<file path="src/rtl/streaming_argmax.sv">
// Streaming argmax/argmin over framed multi-lane beats: one result per frame,
// registered one cycle after the closing beat and held until the consumer accepts it.
module streaming_argmax #(
  parameter int WIDTH     = 8,
  parameter int LANES     = 4,
  parameter int MAX_BEATS = 16,
  parameter int IDX_WIDTH = 6,
  parameter int MODE      = 0
) (
  input  logic                        clk,
  input  logic                        rst_n,
  input  logic                        in_valid,
  output logic                        in_ready,
  input  logic [LANES*WIDTH-1:0]      in_data,
  input  logic                        in_last,
  output logic                        out_valid,
  input  logic                        out_ready,
  output logic [IDX_WIDTH-1:0]        out_index,
  output logic signed [WIDTH-1:0]     out_value,
  output logic                        out_truncated
);

  localparam int BEAT_W = (MAX_BEATS > 1) ? $clog2(MAX_BEATS) : 1;
  localparam int LANE_W = (LANES > 1) ? $clog2(LANES) : 1;
  localparam logic [BEAT_W-1:0] LAST_BEAT = BEAT_W'(MAX_BEATS - 1);

  typedef enum logic {IDLE, ACCUM} state_t;

  state_t                  state;
  logic [BEAT_W-1:0]       beat_cnt;
  logic signed [WIDTH-1:0] best_val;
  logic [IDX_WIDTH-1:0]    best_idx;

  // Strict comparison keeps the earlier candidate on ties.
  function automatic logic wins(input logic signed [WIDTH-1:0] cand,
                                input logic signed [WIDTH-1:0] cur);
    if (MODE == 0) return cand > cur;
    else           return cand < cur;
  endfunction

  logic signed [WIDTH-1:0] beat_val;
  logic [LANE_W-1:0]       beat_lane;

  always_comb begin
    beat_val  = $signed(in_data[WIDTH-1:0]);
    beat_lane = '0;
    for (int k = 1; k < LANES; k++) begin
      if (wins($signed(in_data[k*WIDTH +: WIDTH]), beat_val)) begin
        beat_val  = $signed(in_data[k*WIDTH +: WIDTH]);
        beat_lane = LANE_W'(k);
      end
    end
  end

  logic                    accept;
  logic                    closing;
  logic                    take;
  logic [IDX_WIDTH-1:0]    cand_idx;
  logic signed [WIDTH-1:0] new_val;
  logic [IDX_WIDTH-1:0]    new_idx;

  assign in_ready = !out_valid || out_ready;
  assign accept   = in_valid && in_ready;
  assign closing  = accept && (in_last || beat_cnt == LAST_BEAT);
  assign cand_idx = IDX_WIDTH'(beat_cnt) * IDX_WIDTH'(LANES) + IDX_WIDTH'(beat_lane);
  // The opening beat of a frame never compares against the previous frame's best.
  assign take     = (state == IDLE) || wins(beat_val, best_val);
  assign new_val  = take ? beat_val : best_val;
  assign new_idx  = take ? cand_idx : best_idx;

  always_ff @(posedge clk or negedge rst_n) begin
    if (!rst_n) begin
      state         <= IDLE;
      beat_cnt      <= '0;
      best_val      <= '0;
      best_idx      <= '0;
      out_valid     <= 1'b0;
      out_index     <= '0;
      out_value     <= '0;
      out_truncated <= 1'b0;
    end else begin
      if (accept) begin
        best_val <= new_val;
        best_idx <= new_idx;
        if (closing) begin
          state    <= IDLE;
          beat_cnt <= '0;
        end else begin
          state    <= ACCUM;
          beat_cnt <= beat_cnt + 1'b1;
        end
      end
      if (closing) begin
        out_valid     <= 1'b1;
        out_value     <= new_val;
        out_index     <= new_idx;
        out_truncated <= !in_last;
      end else if (out_ready) begin
        out_valid <= 1'b0;
      end
    end
  end

endmodule

</file>
<file path="config.mk">
export PLATFORM = sky130hd
export DESIGN_NAME = streaming_argmax
export DESIGN_NICKNAME = d
export VERILOG_FILES = /design/src/rtl/streaming_argmax.sv
export SDC_FILE = /design/constraint.sdc
export NUM_CORES = 1
export LEC_CHECK = 0
export CAP_MARGIN = 20
export CORE_ASPECT_RATIO = 1.2
export CORE_MARGIN = 4
export CORE_UTILIZATION = 50
export DETAILED_ROUTE_END_ITERATION = 10
export PLACE_DENSITY = 0.85
export SLEW_MARGIN = 20
export SYNTH_ARGS = -nofsm -noshare
export SYNTH_HDL_FRONTEND = slang
export SYNTH_SLANG_ARGS = --single-unit
</file>
<file path="constraint.sdc">
create_clock -name clk -period 3.3 [get_ports clk]
set_input_delay 0.495 -clock clk [delete_from_list [all_inputs] [get_ports clk]]
set_output_delay 0.495 -clock clk [all_outputs]
set_load 0.01 [all_outputs]
</file>
=== After elaboration in Yosys (flattened, before gate mapping) ===
Index checks and enable logic that the tools add are counted.

* Logic and storage cells: 36
* Input port bits: 37
* Output and inout port bits: 17
* Flip-flop bits (word level): 35

* Reductions and logical operators: 8
* Order comparisons: 4
* Bitwise operators: 1
* Add/sub/neg operators: 2
* Muxes and demuxes: 12
* Equal/unequal tests: 1

{| class="wikitable"
|+ Operators by type and width
! operator !! count
|-
| greater-than comparator 8 bit || 4
|-
| 2-to-1 mux 8 bit || 4
|-
| adder 6 x 2 -> 6 bit || 1
|-
| 2-to-1 mux 6 bit || 1
|-
| adder 4 x 1 -> 4 bit, second input constant || 1
|-
| equality test 4 bit, second input constant || 1
|-
| 2-to-1 mux 1 bit || 4
|-
| 2-to-1 mux 2 bit || 2
|-
| 2-to-1 mux 4 bit || 1
|-
| logical OR 1 bit || 3
|-
| logical AND 1 bit || 2
|-
| zero test 1 bit || 2
|-
| nonzero test 2 bit || 1
|-
| NOT 1 bit || 1
|}

=== Logic depth before layout (Yosys ltp) ===
* Word-level depth: 9
* Mapped depth: 42
* Gate-level depth less buffers: 36

=== Least setup slack after synthesis ===
Ideal clock, no wire load.

* Path type: input-to-reg
* From: input port in_data[1]
* To: register best_val[7]
* Path slack: -4.532 ns
* Data required time: 3.171 ns
* Buffers on the path: 6
* Stages: 39
* Library setup time: 0.129 ns
* Arrival time: 7.703 ns
* Cells stage by stage: inv_1 > ha_1 > nor2b_1 > o211a_1 > o21a_1 > nor2_2 > buf_4 > mux2i_1 > ha_1 > a21o_1 > nand2_1 > nand3b_1 > or3_1 > a221oi_4 > or2_1 > buf_2 > clkbuf_1 > o21ai_0 > [... 3 more ...] > o211ai_1 > a211oi_1 > or2_2 > buf_2 > or4_4 > nand3_2 > ha_1 > nor2b_1 > o21a_1 > o21a_1 > o21a_1 > o21a_1 > o211ai_1 > and2_1 > clkbuf_1 > clkbuf_1 > o21ai_0 > o41a_1

* Longest elaborated chain between the ends: 9

{| class="wikitable"
|+ Ends and longest elaborated chain
! element !! line !! RTL
|-
| from (decl) || 14 || <nowiki>input logic [LANES*WIDTH-1:0] in_data,</nowiki>
|-
| greater-than comparator 8 bit || 37 || <nowiki>if (MODE == 0) return cand > cur;</nowiki>
|-
| 2-to-1 mux 8 bit * || 48 || <nowiki>if (wins($signed(in_data[k*WIDTH +: WIDTH]), beat_val)) begin</nowiki>
|-
| greater-than comparator 8 bit || 37 ||
|-
| 2-to-1 mux 8 bit * || 48 ||
|-
| greater-than comparator 8 bit || 37 ||
|-
| 2-to-1 mux 8 bit * || 48 ||
|-
| greater-than comparator 8 bit || 37 ||
|-
| logical OR 1 bit || 67 || <nowiki>assign take = (state == IDLE) || wins(beat_val, best_val);</nowiki>
|-
| 2-to-1 mux 8 bit * || 68 || <nowiki>assign new_val = take ? beat_val : best_val;</nowiki>
|-
| to (signal assigned) || 83 || <nowiki>best_val <= new_val;</nowiki>
|-
| to (decl) || 31 || <nowiki>logic signed [WIDTH-1:0] best_val;</nowiki>
|}

Mark *: on every way between the ends. The rest lies on a longest branch, timed or not.
A chain may end at the register's enable or synchronous reset.

=== Worst setup path after layout ===
* From: input port in_data[1]
* To: register best_idx[5]

* Longest elaborated chain between the ends: 9
* Elaborated cells between the ends (all ways): 13
* Those cells by class: add/sub (1); order compare (4); mux (7); reduce/logical (1)

{| class="wikitable"
|+ Ends and longest elaborated chain
! element !! line !! RTL
|-
| greater-than comparator 8 bit || 37 ||
|-
| 2-to-1 mux 8 bit || 48 ||
|-
| greater-than comparator 8 bit || 37 ||
|-
| 2-to-1 mux 8 bit || 48 ||
|-
| greater-than comparator 8 bit || 37 ||
|-
| 2-to-1 mux 8 bit || 48 ||
|-
| greater-than comparator 8 bit || 37 ||
|-
| logical OR 1 bit || 67 ||
|-
| 2-to-1 mux 6 bit * || 69 || <nowiki>assign new_idx = take ? cand_idx : best_idx;</nowiki>
|-
| to (signal assigned) || 84 || <nowiki>best_idx <= new_idx;</nowiki>
|-
| to (decl) || 32 || <nowiki>logic [IDX_WIDTH-1:0] best_idx;</nowiki>
|}

Marks and branches as above.

==> flow_metrics.tcl <==
set metrics [dict create \
    fin_worst_skew_ps 5.11 \
    placeableCoreArea_mm2 0.00567 \
    drive_gt1_share_pct 38.3 \
    layout.cells.non_filler 553 \
    required_ps 3470 \
    avgSynthCellArea_um2 8.59 \
    synth_cells 342 \
    cap_violations 0 \
    hold-worst-slack_ps 488 \
    place_inst 527 \
    die-width_um 78.0 \
    routabilityCongestion 0.942 \
    final_cell_mix "buf_4, nand2_1, clkdlybuf4s50_1, dfrtp_1, nor2_1" \
    syn-num-nets 410 \
    h-tree-depth 2 \
    start_util_pct 51.9 \
    antenna_found_initial 0 \
    clockBufferDepth 2 \
    power_density_mw_per_mm2 732 \
    placed_area_mm2 0.00409 \
    grt_pass1_vias 3240 \
    ys_types 55 \
    cts_root_buf "clkbuf_8" \
    power.internal_mw 1.99 \
    worstSkewPairLatency_ps 290 \
    p_seq_share_pct 22.0 \
    slowest_delay_ps 500 \
    grt_usage_pct 24.9 \
    async_flop_share_pct 100 \
    final_util_pct 80.2 \
    io_pins 54 \
    path_max_fanout 7 \
    vias 3200 \
    ys.warnings.count 0 \
    p_total_mw 3.33 \
    slew_headroom_pct 42.5 \
    hp-start "out_index[4]" \
    synth-edff-count 0 \
    vdd_drop_max_v 0.000336 \
    synth.cell_area_mm2 0.00294 \
    final_nets 540 \
    totalNegativeSetupSlack_ps -103160 \
    worst_pin_slew_ps 862 \
    cts_sinks 35 \
    cp-start-kind "input pin" \
    end_kind "flip-flop" \
    timing.rr.end "best_idx[5]" \
    p_sw_share_pct 40.3 \
    dp_hpwl_um 6580 \
    p_leak_nw 2.13 \
    final_area_mm2 0.00455 \
    viasPerCell 5.79 \
    ctsHoldBuffers 0 \
    rows 30 \
    multi_input_area_mm2 0.00220 \
    rsz0062_at_grt "true" \
    hold_path_end "out_index[4]" \
    post-route-min-period_ps 7030 \
    grt_pass1_wl_um 14400 \
    portBuffers 53 \
    power_frac_comb_pct 65.7 \
    mostFrequentLayoutCell "buf_4" \
    violations "setup timing" \
    area_delta_synth_final_pct 54.7 \
    synth_ff_type "dfrtp_1" \
    design.die.area_mm2 0.00717 \
    worst_slack_ps -3730 \
    wl_um 9530 \
    synth-seq-area-share_pct 29.8 \
    reg2reg_slack_ps 780 \
    drc 0 \
    ff_latch_area_um2 876 \
    timing.rr.start "best_val[1]" \
    routedWlPerCell_um 17.2 \
    diodes 0 \
    nFillCells 353 \
    cts_made_buffers 5 \
    hp-class "flip-flop to flip-flop" \
    place_ws_ps -4610 \
    timing.fmax_ghz 0.142 \
    p_sw_mw 1.34 \
    first_pass_iters 4 \
    hold_depth 2 \
    critPathSlowestCell "or4_4" \
    crit_type "input pin to flip-flop" \
    ys_ff_latch 35 \
    p_clk_share_pct 12.2 \
    initialDrtViolationCount 179 \
    finalHoldViolCount 0 \
    grt_start_max_net_pins 36 \
    path_clk_slew_ps 70 \
    reg2reg_depth 12 \
    ant_nets 0 \
    setup_viol 28 \
    status "complete, but fails checks" \
    fin_crit_sh_pct 213 \
    globalRoute.totalOverflow 0 \
    final_max_slew_viol_count 0 \
    die_y_um 92.0 \
    cts_tree "yes" \
    arrival_ps 7200 \
]
## state kept, by name, summed over array words and instances (netlist names)
register       count
beat_cnt           4
best_idx           6
best_val           8
out_index          6
out_truncated      1
out_valid          1
out_value          8
state              1
## logic make-up after synthesis
| logic type | share of synthesized area (%) |
|---|---|
| flip-flops | 29.8 |
| AND/OR/NAND/NOR | 21.0 |
| XOR/XNOR | 0.298 |
| multiplexers | 8.00 |
| adder cells (fa/ha/maj) | 13.2 |
| AO/OA/AOI/OAI | 21.5 |
| buffers and inverters | 6.17 |
## how the worst max path moves through the flow
stage | startpoint | to | slack, ps | cells past startpoint
floorplan | in_data[9] | out_index[2] | -4050 | 39
global placement | in_data[1] | out_index[4] | -4470 | 36
detailed placement | in_data[1] | out_index[5] | -4610 | 36
CTS | in_data[1] | best_val[1] | -3590 | 37
global route | in_data[11] | out_index[5] | -3980 | 37
finish | in_data[1] | best_idx[5] | -3730 | 37
## power groups by stage
stage	combinational, mW	sequential (mW)	clock, mW
3_5_place_dp	1.82	0.733	0
2_1_floorplan	1.16	0.743	0
4_1_cts	1.95	0.726	0.406
3_3_place_gp	1.77	0.718	0
6_report	2.19	0.733	0.406
5_1_grt	2.35	0.753	0.421
## critical path, delay by kind of cell
| kind | cells | cell delay, ps |
|---|---|---|
| AO/OA/AOI/OAI | 13 | 2190 |
| adder cells (fa/ha/maj) | 4 | 990 |
| buffers and inverters | 8 | 1030 |
| multiplexers | 2 | 590 |
| AND/OR/NAND/NOR | 10 | 1890 |
## cell type report
cell class / instances / area share (%)
clock inverter: 2 / 0.771
tap: 80 / 2.20
clock buffer: 6 / 1.82
inverter: 28 / 2.48
timing repair buffer: 138 / 25.0
multi-input combinational: 264 / 48.4
sequential: 35 / 19.3
## cells in the mapped netlist, drive strengths merged, types with 3 or more instances
library cell / instances / area (um2)
nor2b: 6 / 37.5
o221ai: 4 / 41.3
buf: 7 / 42.5
dfrtp: 35 / 876
o21a: 10 / 75.1
o211ai: 5 / 42.5
o41a: 8 / 90.1
nor3: 7 / 40.0
nand2: 37 / 139
mux2: 12 / 135
inv: 28 / 105
nand4: 5 / 31.3
mux2i: 10 / 100
a21oi: 8 / 40.0
and2: 14 / 87.6
clkbuf: 9 / 33.8
nand3: 8 / 45.0
or2: 4 / 25.0
nor2: 27 / 104
a31oi: 11 / 68.8
and3: 3 / 18.8
ha: 31 / 388
o21ai: 24 / 120
or4: 7 / 56.3
## routing by layer
| layer | GRT usage (%) | vias up | part of all wire, % |
|---|---|---|---|
| li1 | - | 1501 | - |
| met1 | 24.9 | 1529 | 36 |
| met2 | 48.0 | 125 | 56 |
| met3 | 3.34 | 45 | 3.7 |
| met4 | 14.1 | 0 | 4.8 |
| met5 | 0 | - | 0 |
## repair_timing
item,4_1_cts,5_1_grt
pin swaps,41,25
cloned,1,1
resized for setup,94,27
buffers inserted,9,7
endpoints found under the setup margin,28,28
Note: power is estimated with default switching activity, not from simulation.
